## src/rtl/istft_ola.sv

```systemverilog
// istft_ola: overlap-add reconstruction of IFFT frames with hop HOP_SIZE into a sample stream.
// Optional ISTFT_SAT_EN: saturate the shifted sum to OW bits instead of wrapping.
module istft_ola #(
    parameter int IW       = 18,
    parameter int OW       = 16,
    parameter int FFT_SIZE = 256,
    parameter int HOP_SIZE = 128,
    parameter int SHIFT    = 3
) (
    input  logic                 i_clk,
    input  logic                 i_reset,
    input  logic                 i_ce,
    input  logic                 i_sync,
    input  logic signed [IW-1:0] i_sample,
    output logic                 o_ready,
    output logic                 o_ce,
    output logic signed [OW-1:0] o_sample,
    output logic                 o_sync,
    output logic                 o_frame_err
);
    localparam int LGN = $clog2(FFT_SIZE);
    localparam int LGR = $clog2(FFT_SIZE / HOP_SIZE);
    localparam int AW  = IW + LGR;
    localparam logic [LGN-1:0] HOP  = LGN'(HOP_SIZE);
    localparam logic [LGN-1:0] LAST = LGN'(FFT_SIZE - 1);
    localparam logic [LGN-1:0] TAIL = LGN'(FFT_SIZE - HOP_SIZE);

    typedef enum logic [1:0] {CLEAR, WAIT_SYNC, RUN} state_t;
    typedef enum logic [1:0] {RG_EMIT, RG_ACC, RG_OVR} region_t;

    state_t  state, state_nxt;
    region_t rg, s1_rg;

    logic [LGN-1:0] clr_addr, base, idx, base_eff, idx_eff, rd_addr, s1_addr, wa;
    logic           take, misalign, clr_we, s1_vld, s1_first, we, emit;

    logic signed [AW-1:0] mem [FFT_SIZE];
    logic signed [AW-1:0] rd_q, s1_x, sum, shf, wd;
    logic signed [OW-1:0] cvt;

    always_ff @(posedge i_clk) begin
        if (i_reset) state <= CLEAR;
        else         state <= state_nxt;
    end

    always_comb begin
        state_nxt = state;
        unique case (state)
            CLEAR:     if (clr_addr == LAST) state_nxt = WAIT_SYNC;
            WAIT_SYNC: if (i_ce && i_sync)   state_nxt = RUN;
            RUN:       state_nxt = RUN;
            default:   state_nxt = CLEAR;
        endcase
    end

    always_comb begin
        o_ready = (state != CLEAR);
        clr_we  = (state == CLEAR);
    end

    // A misaligned sync closes the current frame early and starts a new one a hop later.
    always_comb begin
        take     = 1'b0;
        misalign = 1'b0;
        base_eff = base;
        idx_eff  = idx;
        if (state == WAIT_SYNC && i_ce && i_sync) begin
            take     = 1'b1;
            base_eff = '0;
            idx_eff  = '0;
        end else if (state == RUN && i_ce) begin
            take = 1'b1;
            if (i_sync && idx != '0) begin
                misalign = 1'b1;
                base_eff = base + HOP;
                idx_eff  = '0;
            end
        end
        rd_addr = base_eff + idx_eff;
        if (idx_eff < HOP)        rg = RG_EMIT;
        else if (idx_eff >= TAIL) rg = RG_OVR;
        else                      rg = RG_ACC;
    end

    always_ff @(posedge i_clk) begin
        if (i_reset) begin
            clr_addr    <= '0;
            base        <= '0;
            idx         <= '0;
            s1_vld      <= 1'b0;
            o_ce        <= 1'b0;
            o_sync      <= 1'b0;
            o_frame_err <= 1'b0;
            o_sample    <= '0;
        end else begin
            if (clr_we) clr_addr <= clr_addr + 1'b1;
            if (take) begin
                idx  <= idx_eff + 1'b1;
                base <= (idx_eff == LAST) ? base_eff + HOP : base_eff;
            end
            s1_vld      <= take;
            o_frame_err <= misalign;
            o_ce        <= emit;
            o_sync      <= emit && s1_first;
            if (emit) o_sample <= cvt;
        end
    end

    always_ff @(posedge i_clk) begin
        s1_addr  <= rd_addr;
        s1_x     <= AW'(i_sample);
        s1_rg    <= rg;
        s1_first <= (idx_eff == '0);
    end

    // Read-old-data RAM; frame geometry keeps reads and writes of one address apart.
    always_ff @(posedge i_clk) begin
        if (we) mem[wa] <= wd;
        rd_q <= mem[rd_addr];
    end

`ifdef ISTFT_SAT_EN
    localparam int EW = AW + OW;
    localparam logic signed [EW-1:0] SAT_HI = {{(AW+1){1'b0}}, {(OW-1){1'b1}}};
    localparam logic signed [EW-1:0] SAT_LO = {{(AW+1){1'b1}}, {(OW-1){1'b0}}};
    logic signed [EW-1:0] ext;
`endif

    always_comb begin
        emit = s1_vld && (s1_rg == RG_EMIT);
        sum  = rd_q + s1_x;
        shf  = sum >>> SHIFT;
`ifdef ISTFT_SAT_EN
        ext = EW'(shf);
        if (ext > SAT_HI)      cvt = OW'(SAT_HI);
        else if (ext < SAT_LO) cvt = OW'(SAT_LO);
        else                   cvt = OW'(ext);
`else
        cvt = OW'(shf);
`endif
        if (clr_we) begin
            we = 1'b1;
            wa = clr_addr;
            wd = '0;
        end else begin
            we = s1_vld && (s1_rg != RG_EMIT);
            wa = s1_addr;
            wd = (s1_rg == RG_ACC) ? sum : s1_x;
        end
    end
endmodule

```

## config.mk

```make
export PLATFORM = sky130hd
export DESIGN_NAME = istft_ola
export DESIGN_NICKNAME = d
export VERILOG_FILES = /design/src/rtl/istft_ola.sv
export SDC_FILE = /design/constraint.sdc
export NUM_CORES = 2
export LEC_CHECK = 0
export BUFFER_PORTS_ARGS = -buffer_cell sky130_fd_sc_hd__buf_4
export CAP_MARGIN = 40
export CORE_MARGIN = 10
export CORE_UTILIZATION = 30
export DETAILED_ROUTE_END_ITERATION = 10
export MAX_ROUTING_LAYER = met4
export SLEW_MARGIN = 20
export SYNTH_ARGS = -nofsm -noshare
export SYNTH_HDL_FRONTEND = slang
export SYNTH_MEMORY_MAX_BITS = 65536
export SYNTH_SLANG_ARGS = --single-unit
```

## constraint.sdc

```tcl
create_clock -name i_clk -period 30 [get_ports i_clk]
set_input_delay 4.5 -clock i_clk [delete_from_list [all_inputs] [get_ports i_clk]]
set_output_delay 4.5 -clock i_clk [all_outputs]
set_load 0.02 [all_outputs]
```

==> summary.log <==
INFO  synthesis      async_reset_ff_share=0%
INFO  floorplanning  design.core.area=640000µm²
INFO  clock_network  clockBufferDepth=4
INFO  floorplanning  num_rows=294
INFO  clock_network  insertion_delay=1.04ns
INFO  critical_path  reg2reg_from=state[1]
INFO  detailed_routing drt_first_pass_iters=6
INFO  layout         synthToLayoutAreaGrowth=16.0%
INFO  layout         layout.cells.most_common_list=sky130_fd_sc_hd__edfxtp_1, sky130_fd_sc_hd__mux4_2, sky130_fd_sc_hd__nand2_1
INFO  clock_network  tritoncts.num_buffers=520
INFO  sta            hold-worst-slack=0.454ns
INFO  critical_path  worstSetupEndpointType=register
INFO  power_and_ir_drop vdd_drop_max=0.0566mV
INFO  critical_path  critical_path.max_fanout=77
INFO  synthesis      postSynthNetCount=9460
INFO  detailed_routing route.detailed.wl_per_inst=27.0µm
INFO  sta            worst_slack=19.33ns
INFO  flow_run       max-cap-violations=0
INFO  critical_path  reg2reg_slack=22.36ns
INFO  detailed_routing detailedRoute.firstIterationViolations=11674
INFO  sta            final-max-slew-violation-count=0
INFO  clock_network  post_cts_hold_buffer_count=0
INFO  layout         drive_above_1_share=26.3%
INFO  detailed_routing totalWireLength=507000µm
INFO  clock_network  post_cts_resize_count=0
INFO  placed_design  placement.cell_area=206000µm²
INFO  critical_path  worst_ep_arrival_time=11.61ns
INFO  placed_design  post-dp-hpwl=294000µm
INFO  clock_network  ctsRootBufferMaster=sky130_fd_sc_hd__clkbuf_16
INFO  detailed_routing drc=0
INFO  synthesis      synthesis.area=192000µm²
INFO  synthesis      dominantRegCellSynth=sky130_fd_sc_hd__edfxtp_1
INFO  detailed_routing vias_per_cell=5.11
INFO  clock_network  clk_transition_reported_paths=0.06ns
INFO  global_routing grt-ovfl-total=0
INFO  floorplanning  fp.dieH=821µm
INFO  run_status     outcome=complete, no violations
INFO  power_and_ir_drop post-layout-total-power=13.8mW
INFO  sta            totalNegativeSetupSlack=0ns
INFO  layout         filler_cell_count=59054
INFO  synthesis      count_of_flip_flops_with_a_built_in_enable_after_synthesis=4864
INFO  clock_network  cts.sink_count=4958
INFO  placed_design  place_inst=17800
INFO  synthesis      synth_sequential_area_ratio=76.9%
INFO  sta            skew=0.0666ns
INFO  synthesis      synth_cell_type_count=79
INFO  min_path       hold_path.class=register to register
INFO  global_routing track_usage=15.0%
INFO  placed_design  globalplace.congestion=0.838
INFO  min_path       hp-start=base[6]
INFO  sta            clock.fmax=0.0937GHz
INFO  sta            finalSetupViolCount=0
INFO  placed_design  place.port_buffers=41
INFO  clock_network  postCtsSetupRepairBufs=0
INFO  detailed_routing final_antenna_net_count=0
INFO  global_routing grt_max_degree=209
INFO  power_and_ir_drop pwr_density_cell=61.7nW/µm²
INFO  floorplanning  die_area=674000µm²
INFO  layout         area_of_the_multi_input_gates=42900µm²
INFO  sta            min_period_over_period=35.6%
INFO  floorplanning  die_w=821µm
INFO  global_routing antenna_violations_before_repair=26
INFO  placed_design  preCtsSetupSlack=17.75ns
INFO  synthesis      synthesis.instances=9410
INFO  clock_network  cts_tree=done
INFO  min_path       timing.hold.worst_endpoint=base[6]
INFO  power_and_ir_drop total_leakage_power=58.5nW
INFO  sta            fin_crit=10.67ns
INFO  critical_path  r2r-end=rd_q[18]
INFO  layout         layout.area.seq=148000µm²
INFO  synthesis      ys_seq_elements=4958
INFO  layout         final_core_utilization=34.8%
INFO  clock_network  h-tree-depth=6
INFO  layout         mostFrequentLayoutCell=sky130_fd_sc_hd__edfxtp_1
INFO  min_path       whs_path_depth=1
INFO  synthesis      avgSynthCellArea=20.4µm²
INFO  layout         fin_cells=18788
INFO  critical_path  cp-start-kind=input port
INFO  synthesis      synth_warnings=0
INFO  global_routing grt_pass1_vias=94736
INFO  sta            max_slew_margin=22.4%
INFO  detailed_routing num_vias=95962
INFO  floorplanning  initial_utilization=30.0%
INFO  critical_path  timing.setup.critical_path_class=input port to register
INFO  sta            tightest_pin_transition=1.16ns
INFO  critical_path  crit_required=30.94ns
INFO  floorplanning  ios=42
INFO  critical_path  worstRegToRegCells=17
INFO  layout         finalInstanceArea=223000µm²
INFO  sta            timing.final.hold_violations=0
INFO  sta            rsz_0062_raised_after_global_routing=false
INFO  global_routing grt_first_pass_wirelength=722000µm
INFO  layout         nets=9958
==> cell usage after synthesis, drive strengths merged, types with 10 or more instances <==
cell | number | area [µm²]
inv | 25 | 93.8
and4 | 19 | 166
edfxtp | 4864 | 146000
nand3 | 184 | 921
and3 | 128 | 805
clkbuf | 356 | 1360
nor2 | 317 | 1200
a21oi | 95 | 479
o211ai | 114 | 856
mux2i | 270 | 2700
mux4 | 1216 | 27400
and2 | 16 | 101
a311oi | 59 | 517
nor3 | 15 | 130
buf | 180 | 1020
xor2 | 10 | 114
a22oi | 41 | 313
a31oi | 61 | 382
o21ai | 57 | 285
nand2 | 1161 | 4370
dfxtp | 94 | 1880
xnor2 | 14 | 123
ha | 27 | 338
==> cell type report <==
| cell class | count | area share (%) |
|---|---|---|
| Antenna cell | 41 | 0.0460 |
| Inverter | 25 | 0.0454 |
| Multi-Input combinational cell | 3890 | 19.2 |
| Tap cell | 8436 | 4.73 |
| Clock inverter | 275 | 1.06 |
| Timing Repair Buffer | 513 | 2.38 |
| Clock buffer | 650 | 6.15 |
| Sequential cell | 4958 | 66.3 |
==> registers in the layout, indices dropped and copies added (netlist names) <==
register	flops
idx	8
s1_x	18
state	2
o_sync	1
mem	4864
o_ce	1
s1_addr	8
rd_q	19
s1_first	1
o_sample	16
clr_addr	8
base	8
o_frame_err	1
s1_vld	1
s1_rg	2
==> report_power, final <==
part	total (mW)	internal, mW	switching, mW
Combinational	0.110	0.0350	0.0746
Clock	6.14	3.48	2.66
Sequential	7.51	7.50	0.0124
Total	13.8	11.0	2.75
==> critical path, cell delays in order <==
cell	delay, ns
sky130_fd_sc_hd__buf_4	0.20
sky130_fd_sc_hd__nand3_1	0.50
sky130_fd_sc_hd__and3_1	0.43
sky130_fd_sc_hd__ha_4	0.35
sky130_fd_sc_hd__buf_12	0.50
sky130_fd_sc_hd__buf_4	0.74
sky130_fd_sc_hd__buf_4	0.67
sky130_fd_sc_hd__buf_4	0.74
sky130_fd_sc_hd__buf_4	0.71
sky130_fd_sc_hd__mux4_2	0.36
sky130_fd_sc_hd__mux2i_1	0.07
sky130_fd_sc_hd__mux2i_1	0.18
sky130_fd_sc_hd__mux2i_1	0.11
sky130_fd_sc_hd__a22oi_1	0.77
sky130_fd_sc_hd__and4_1	0.45
sky130_fd_sc_hd__and3_1	0.20
==> logic make-up (layout without fill, tap and decap cells) <==
family / Yosys count / count (layout) / share of synthesized area, %
xor+xnor: 24 / 24 / 0.123
mux: 1487 / 1487 / 15.7
other cells: 1 / 42 / 0.00195
flops: 4958 / 4958 / 76.9
fa+ha+maj: 28 / 28 / 0.186
compound gates: 476 / 476 / 1.70
buf+inv: 562 / 1463 / 1.29
simple gates: 1874 / 1874 / 4.13
==> routing by layer <==
layer / global-route usage [%] / up-vias / share of wire (%)
met5: - / - / 0
met2: 23.0 / 4015 / 47
met1: 20.3 / 51659 / 41
met4: 4.75 / 0 / 3.4
met3: 2.81 / 775 / 8.6
li1: - / 39513 / -
==> worst max-delay path by stage <==
stage	start	cells after the start	endpoint
floorplan	rd_q[6]	6	mem[0][9]
global placement	i_ce	16	rd_q[18]
detailed placement	i_ce	16	rd_q[18]
CTS	i_ce	16	rd_q[18]
global route	i_ce	16	rd_q[18]
finish	i_ce	16	rd_q[18]
(Power assumes the default switching activity.)
